===== src/rtl/apb_pkg.sv =====
`default_nettype none
// ============================================================================
// Module      : apb_pkg
// Description : Definitions shared by the APB requester FSM and completers:
//               transfer state encoding, default bus widths and the
//               word-alignment mask used for error checking.
// Revision    : 1.0 - initial release
// ============================================================================
package apb_pkg;

  // Transfer phase seen by a completer
  typedef enum logic [0:0] {
    ST_IDLE   = 1'b0,
    ST_ACCESS = 1'b1
  } apb_state_e;

  localparam int APB_DATA_W = 32;
  localparam int APB_ADDR_W = 8;

  // Byte-offset bits that must be zero for a word-aligned access
  localparam logic [1:0] ALIGN_MASK = 2'b11;

endpackage : apb_pkg
`default_nettype wire


===== src/rtl/apb_wait_counter.sv =====
`default_nettype none
// ============================================================================
// Module      : apb_wait_counter
// Description : Wait-state down-counter. Loaded with LOAD_VAL when a transfer
//               is set up, counts down once per access cycle, and flags zero
//               when the transfer may complete.
// Revision    : 1.0 - initial release
// ============================================================================
module apb_wait_counter #(
  parameter int CNT_W    = 1,
  parameter int LOAD_VAL = 1
) (
  input  logic clk,
  input  logic rst,   // asynchronous, active-low
  input  logic load,
  input  logic dec,
  output logic zero
);

  logic [CNT_W-1:0] cnt_q;
  logic [CNT_W-1:0] cnt_d;

  // Load wins over decrement; the count saturates at zero
  always_comb begin
    cnt_d = cnt_q;
    if (load) begin
      cnt_d = CNT_W'(LOAD_VAL);
    end else if (dec && (cnt_q != '0)) begin
      cnt_d = cnt_q - 1'b1;
    end
  end

  // Counter register
  always_ff @(posedge clk or negedge rst) begin
    if (!rst) begin
      cnt_q <= '0;
    end else begin
      cnt_q <= cnt_d;
    end
  end

  // Zero flag straight from the register: no path from the bus inputs
  assign zero = (cnt_q == '0);

endmodule : apb_wait_counter
`default_nettype wire


===== src/rtl/apb_slave_regfile.sv =====
`default_nettype none
// ============================================================================
// Module      : apb_slave_regfile
// Description : APB completer with NREG word registers, WAIT_STATES wait
//               cycles per transfer and an error response for misaligned or
//               out-of-range addresses. Outputs are decoded from registered
//               state only.
// Revision    : 1.0 - initial release
// ============================================================================
module apb_slave_regfile
  import apb_pkg::*;
#(
  parameter int NREG        = 8,
  parameter int ADDR_W      = APB_ADDR_W,
  parameter int DATA_W      = APB_DATA_W,
  parameter int WAIT_STATES = 1
) (
  input  logic              clk,
  input  logic              rst,      // asynchronous, active-low
  input  logic              pselx,
  input  logic              penable,
  input  logic              pwrite,
  input  logic [ADDR_W-1:0] paddr,
  input  logic [DATA_W-1:0] pwdata,
  output logic [DATA_W-1:0] prdata,
  output logic              pready,
  output logic              pslverr
);

  localparam int IDX_W = (NREG > 1) ? $clog2(NREG) : 1;
  localparam int CNT_W = (WAIT_STATES > 0) ? $clog2(WAIT_STATES + 1) : 1;

  apb_state_e        state_q, state_d;
  // Only the word-index bits of the address are kept; the remaining bits
  // have already been folded into err_q at setup.
  logic [IDX_W-1:0]  idx_q,   idx_d;
  logic              wr_q,    wr_d;
  logic              err_q,   err_d;
  logic [DATA_W-1:0] wdata_q, wdata_d;
  logic [DATA_W-1:0] regs_q [NREG];
  logic [DATA_W-1:0] regs_d [NREG];

  logic setup;
  logic cnt_zero;
  logic commit;
  logic misaligned;
  logic out_of_range;

  // A setup is only recognised from IDLE; penable=1 in IDLE is ignored
  assign setup        = (state_q == ST_IDLE) && pselx && !penable;
  assign misaligned   = (paddr[1:0] & ALIGN_MASK) != 2'b00;
  assign out_of_range = paddr[ADDR_W-1:2] >= (ADDR_W-2)'(NREG);
  // A write lands only on a completing cycle that was not aborted
  assign commit       = (state_q == ST_ACCESS) && cnt_zero && pselx && wr_q && !err_q;

  apb_wait_counter #(
    .CNT_W    (CNT_W),
    .LOAD_VAL (WAIT_STATES)
  ) u_wait_counter (
    .clk  (clk),
    .rst  (rst),
    .load (setup),
    .dec  (state_q == ST_ACCESS),
    .zero (cnt_zero)
  );

  // State register
  always_ff @(posedge clk or negedge rst) begin
    if (!rst) begin
      state_q <= ST_IDLE;
    end else begin
      state_q <= state_d;
    end
  end

  // Next state: leave ACCESS on completion or when the requester deselects
  always_comb begin
    state_d = state_q;
    case (state_q)
      ST_IDLE: begin
        if (setup) begin
          state_d = ST_ACCESS;
        end
      end
      ST_ACCESS: begin
        if (!pselx || cnt_zero) begin
          state_d = ST_IDLE;
        end
      end
      default: state_d = ST_IDLE;
    endcase
  end

  // Outputs decoded from registered state only
  always_comb begin
    pready  = (state_q == ST_ACCESS) && cnt_zero;
    pslverr = pready && err_q;
    prdata  = '0;
    if (pready && !wr_q && !err_q) begin
      prdata = regs_q[idx_q];
    end
  end

  // Capture the transfer attributes at setup; held through ACCESS
  always_comb begin
    idx_d   = idx_q;
    wr_d    = wr_q;
    err_d   = err_q;
    wdata_d = wdata_q;
    if (setup) begin
      idx_d   = paddr[IDX_W+1:2];
      wr_d    = pwrite;
      err_d   = misaligned || out_of_range;
      wdata_d = pwdata;
    end
  end

  // Transfer attribute registers
  always_ff @(posedge clk or negedge rst) begin
    if (!rst) begin
      idx_q   <= '0;
      wr_q    <= 1'b0;
      err_q   <= 1'b0;
      wdata_q <= '0;
    end else begin
      idx_q   <= idx_d;
      wr_q    <= wr_d;
      err_q   <= err_d;
      wdata_q <= wdata_d;
    end
  end

  // One register per word; each updates only on its own committed write
  generate
    for (genvar gi = 0; gi < NREG; gi++) begin : g_reg
      always_comb begin
        regs_d[gi] = regs_q[gi];
        if (commit && (idx_q == IDX_W'(gi))) begin
          regs_d[gi] = wdata_q;
        end
      end

      // Register storage
      always_ff @(posedge clk or negedge rst) begin
        if (!rst) begin
          regs_q[gi] <= '0;
        end else begin
          regs_q[gi] <= regs_d[gi];
        end
      end
    end
  endgenerate

endmodule : apb_slave_regfile
`default_nettype wire

===== config.mk =====
export PLATFORM = sky130hd
export DESIGN_NAME = apb_slave_regfile
export DESIGN_NICKNAME = d
export VERILOG_FILES = /design/src/rtl/apb_pkg.sv /design/src/rtl/apb_wait_counter.sv /design/src/rtl/apb_slave_regfile.sv
export SDC_FILE = /design/constraint.sdc
export NUM_CORES = 1
export LEC_CHECK = 0
export BUFFER_PORTS_ARGS = -buffer_cell sky130_fd_sc_hd__buf_4
export CORE_UTILIZATION = 30
export CTS_BUF_LIST = sky130_fd_sc_hd__clkbuf_4 sky130_fd_sc_hd__clkbuf_8 sky130_fd_sc_hd__clkbuf_16
export CTS_CLUSTER_DIAMETER = 80
export CTS_CLUSTER_SIZE = 25
export DETAILED_ROUTE_END_ITERATION = 7
export SYNTH_ARGS = -nofsm -noshare
export SYNTH_HDL_FRONTEND = slang
export SYNTH_HIERARCHICAL = 1
export SYNTH_SLANG_ARGS = --single-unit

===== constraint.sdc =====
create_clock -name clk -period 5.6 [get_ports clk]
set_clock_uncertainty 0.1 [all_clocks]
set_input_delay 1.12 -clock clk [delete_from_list [all_inputs] [get_ports clk]]
set_output_delay 1.12 -clock clk [all_outputs]
set_load 0.05 [all_outputs]

; Yosys cells after proc, flatten, opt, wreduce, memory -nomap -nowiden
; Cells that the tools add are included.
[word_totals]
latchBits = 0
in_bits = 45
n_memories = 0
ram_bits = 0
ff_bits = 295
elab_cells = 63
mem_bits_ro = 0
output_inout_bits = 34
[classes]
bitwise_logic = 3
add_sub_neg = 1
order_cmp = 2
n_reduce_logical = 27
n_mul = 0
div_mod_pow = 0
n_eq_ne = 7
n_mux = 9
shift = 0
[op_table]
columns = op, n
row1 = binary-select mux 32 bit (select 3 bit), 1
row2 = two-way mux 32 bit, 3
row3 = logical AND 1 bit, 18
row4 = "== test 3 bit, second input constant", 4
row5 = "== test 3 x 2 -> 1 bit, second input constant", 2
row6 = ">= comparator 6 x 4 -> 1 bit, second input constant", 1
row7 = ">= comparator 4 bit, second input constant", 1
row8 = zero test 1 bit, 4
row9 = two-way mux 1 bit, 4
row10 = inverter 3 -> 4 bit, 1
row11 = nonzero test 2 bit, 2
row12 = "== test 3 x 1 -> 1 bit, second input constant", 1
row13 = zero test 3 bit, 1
row14 = logical OR 1 bit, 2
row15 = inverter 1 bit, 2
row16 = case mux 1 bit (2 select lines), 1
row17 = "subtractor 1 bit, second input constant", 1

; Depth between registers and ports, before layout
[logic_depth]
depth_word = 6
ltp_mapped = 6

; By module
; Netlist, hierarchy kept.
[modules_own_cells]
columns = mod, cells_per_inst, n_inst, area_each_um2
row1 = apb_slave_regfile, 758, 1, 12756.0
row2 = apb_wait_counter, 3, 1, 40.0

; Worst setup path after synthesis
; No wires, ideal clock.
[synth_timing]
kind = reg-to-output
start = register idx_q[0]
end = output port prdata[0]
arrival_ns = 1.949
stages_incl_launch_ff = 5
slack_ns = 2.431
path_cell_list = dfrtp_1 > buf_2 > buf_1 > mux4_2 > a22o_1
[synth_via]
elab_chain_cells = 5
[synth_lines]
columns = item, line
row1 = from (decl), apb_slave_regfile.sv:36  ; logic [IDX_W-1:0] idx_q, idx_d;
row2 = from (signal assigned), apb_slave_regfile.sv:126  ; idx_q <= idx_d;
row3 = inverter 3 -> 4 bit (not written as such), apb_slave_regfile.sv:100  ; prdata = regs_q[idx_q];
row4 = binary-select mux 32 bit (select 3 bit), apb_slave_regfile.sv:100
row5 = two-way mux 32 bit (not written as such) (2 in a row), apb_slave_regfile.sv:100
row6 = two-way mux 32 bit, apb_slave_regfile.sv:99  ; if (pready && !wr_q && !err_q) begin
row7 = to (decl), apb_slave_regfile.sv:25  ; output logic [DATA_W-1:0] prdata,
; No other way between the ends. The select of a mux whose other input is x is not followed.

; Worst setup path in the final report
[layout_timing]
start = register idx_q[0]
end = output port prdata[18]
; Same word-level chain as after synthesis.

==> impl_results.md <==
- Largest family of logic cells by synthesized area: multiplexers
- Post-Syn Nets: 806
- P&R area growth vs syn: 14.7%
- Die W: 209 um
- Mean post-synth cell area: around 17 sq um
- DIE HEIGHT: 209 um
- Crit end category: output port
- Overflow left after global routing: 0
- Post-route ant nets: 0
- Total power: 4210 uW
- Distinct cells, synth: 25
- RePlAce Congestion: 0.688
- Total Wirelength: 27800 um
- Least-Margin Pin Slew: 1000 ps
- Leakage dissipation: roughly 0.0070 uW
- Final worst slack: approximately 1500 ps
- Fin cells: 1383
- Outcome: finished clean
- Worst setup path startpoint: idx_q[0]
- Number of buffers created by CTS: 18
- Compound-Gate Fraction of Synth Area: 0.0237
- DR vias: around 6800
- DRC errors left: 0
- Wirelength per Cell: 20.1 um
- Drt first pass iters: 4
- Post-Synth Adder-Cell Area: 0
- Synth top area cells: dfrtp_1 (58%), mux2_2 (22%), mux4_2 (11%)
- Max Fclk: ~240 MHz
- Skew-Pair Late Insertion Delay: 510 ps
- I/O pin count: between 70 and 80
- Rows: 75
- Layout Utilization: 0.349
- Setup Buffers After CTS: 0
- Share of layout cells above drive strength 1: 0.545
- Arrival time worst endpoint: 2910 ps
- Total track usage: 0.132
- Worst EP required: 4380 ps
- Number of synthesized register bits: 295
- Share of the synthesized area in the top cell type: 0.577
- RSZ-0062 raised after global routing: no
- Cts hold-fix bufs: 0
- Min-delay src: regs_q[163]
- Die area: 43500 sq um
- Setup_tns: 0 ps
- Largest net degree at the start of global routing: 153
- Type of origin of the critical path: flip-flop
- Max-cap check violation count: 0
- CTS Buffer Depth: 3
- Crit Path Class: reg2out
- HPWL after DPL: 16700 um
- Yosys synthesis warning count: 6
- Final setup vio count: 0
- Vias per cell: 4.95
- Post-Synth Simple-Gate Area: 0.0109
- Final worst path period share: 0.738
- Synth Area in XOR/XNOR: 0
- CTS sink cnt: 295
- Synth area leader: dfrtp_1
- Starting density of the core: 0.304
- Worst hold-check path type: reg2reg
- Layout Nets: 878
- Iteration-0 DRC Markers: around 290
- Max-slew headroom: 0.331
- Maximum vdd drop: between 0.1 and 0.15 mV
- Post-cts sizing count: 0
- Htree depth: 1
- Final Hold Viols: 0
- Clock Tree Root: clkbuf_16
- Register area share after synthesis: 0.577
- ANT cells: 0
- Worst-path maximum fanout: 31
- Core Region: around 42000 sq um
- Reg2reg start: idx_q[0]
- Synthesized cell area: ~13000 sq um
- Minimum clock period: 4130 ps
- Initial antenna violation count: 0
- Number of global-route vias before repair: 7460
- Setup slack at placement: 1950 ps
- Dpl cells: 1352
- CTS tree: yes
- Multiplexer area fraction after synthesis: 0.370
- First-pass GRT wire length: 44800 um
- Slew Viols, Final: 0
- Mapped Cells: roughly 760
- Number of port buffers: 78
- Clock transition at path regs: 100 ps
- PD cells: 287 nW/um^2
[placed cells by master (no fill, tap or decap), drive strengths merged, types with 2 or more instances in the layout]
master / synthesis / routed
buf: 34 / 102
mux4: 64 / 64
inv: 2 / 7
clkbuf: 16 / 22
nor4b: 2 / 2
nor3: 7 / 7
dfrtp: 295 / 295
nand2: 2 / 2
clkinv: 0 / 3
a22o: 32 / 32
mux2: 292 / 292
nor2: 3 / 3
nand2b: 3 / 3
[Yosys cell counts]
library cell  instances
buf_4                 3
and2_1                1
mux2_1               44
nand2b_1              3
dfrtp_1             295
o21bai_2              1
and3_1                1
o21ai_0               1
buf_2                29
nor4_2                1
nor2_1                3
mux2_2              248
nor4b_1               2
nor3b_1               1
mux4_2               64
inv_2                 1
inv_1                 1
a31oi_1               1
nand2_1               2
clkbuf_1             16
or4_1                 1
nand4b_1              1
nor3_1                7
buf_1                 2
a22o_1               32
[final timing paths]
kind,cells past startpoint,slack [ps],endpoint
setup / recovery,4,1470,prdata[18]
hold / removal,1,390,regs_q[163]
setup reg to reg,5,2450,regs_q[9]
hold reg to reg,1,390,regs_q[163]
max in group asynchronous,2,3520,regs_q[9]
min in group asynchronous,1,570,wdata_q[25]
[registers in the layout (all words and copies together) (netlist names)]
signal                flops
regs_q                  256
idx_q                     3
err_q                     1
state_q                   1
wr_q                      1
wdata_q                  32
u_wait_counter/cnt_q      1
[kinds of logic after synthesis]
family | Yosys count
flip-flops | 295
AO/OA/AOI/OAI | 35
multiplexers | 356
buffers and inverters | 52
AND/OR/NAND/NOR | 23
[per-stage QoR]
| step | hold WS, ps | instance area, sq um |
|---|---|---|
| 6_report | 390 | 14700 |
| 5_1_grt | 408 | 14700 |
| 4_1_cts | 394 | 14700 |
| 3_5_place_dp | 372 | 14100 |
| 3_3_place_gp | 364 | 14100 |
| 2_1_floorplan | 352 | 12800 |
[report_power, final]
part | total (uW) | switching [uW] | internal [uW]
clock network | 1430 | 763 | 672
registers | 2420 | 194 | 2220
logic | 355 | 158 | 197
[routing by layer]
layer / part of all wire / wire, um / up-vias / track usage
met5: 0 / 0 / - / 0
li1: - / - / 3009 / -
met2: 0.48 / 13400 / 80 / 0.218
met3: 0.025 / 689 / 34 / 0.0143
met4: 0.017 / 486 / 0 / 0.0289
met1: 0.47 / 13200 / 3723 / 0.187
[layout make-up]
class / count / area [sq um]
multi-input cells: 414 / 5230
fillers: 4023 / 27400
well taps: 539 / 674
repair buffers: 102 / 786
clock buffers: 22 / 498
clock inverters: 9 / 98.8
inverters: 2 / 7.51
flip-flops and latches: 295 / 7390
[critical path, cell delays in order, from the launching register on]
cell	delay, ps
dfrtp_4	890
buf_4	390
mux4_2	540
a22o_1	330
buf_4	220
Note: power is estimated with default switching activity, not from simulation.
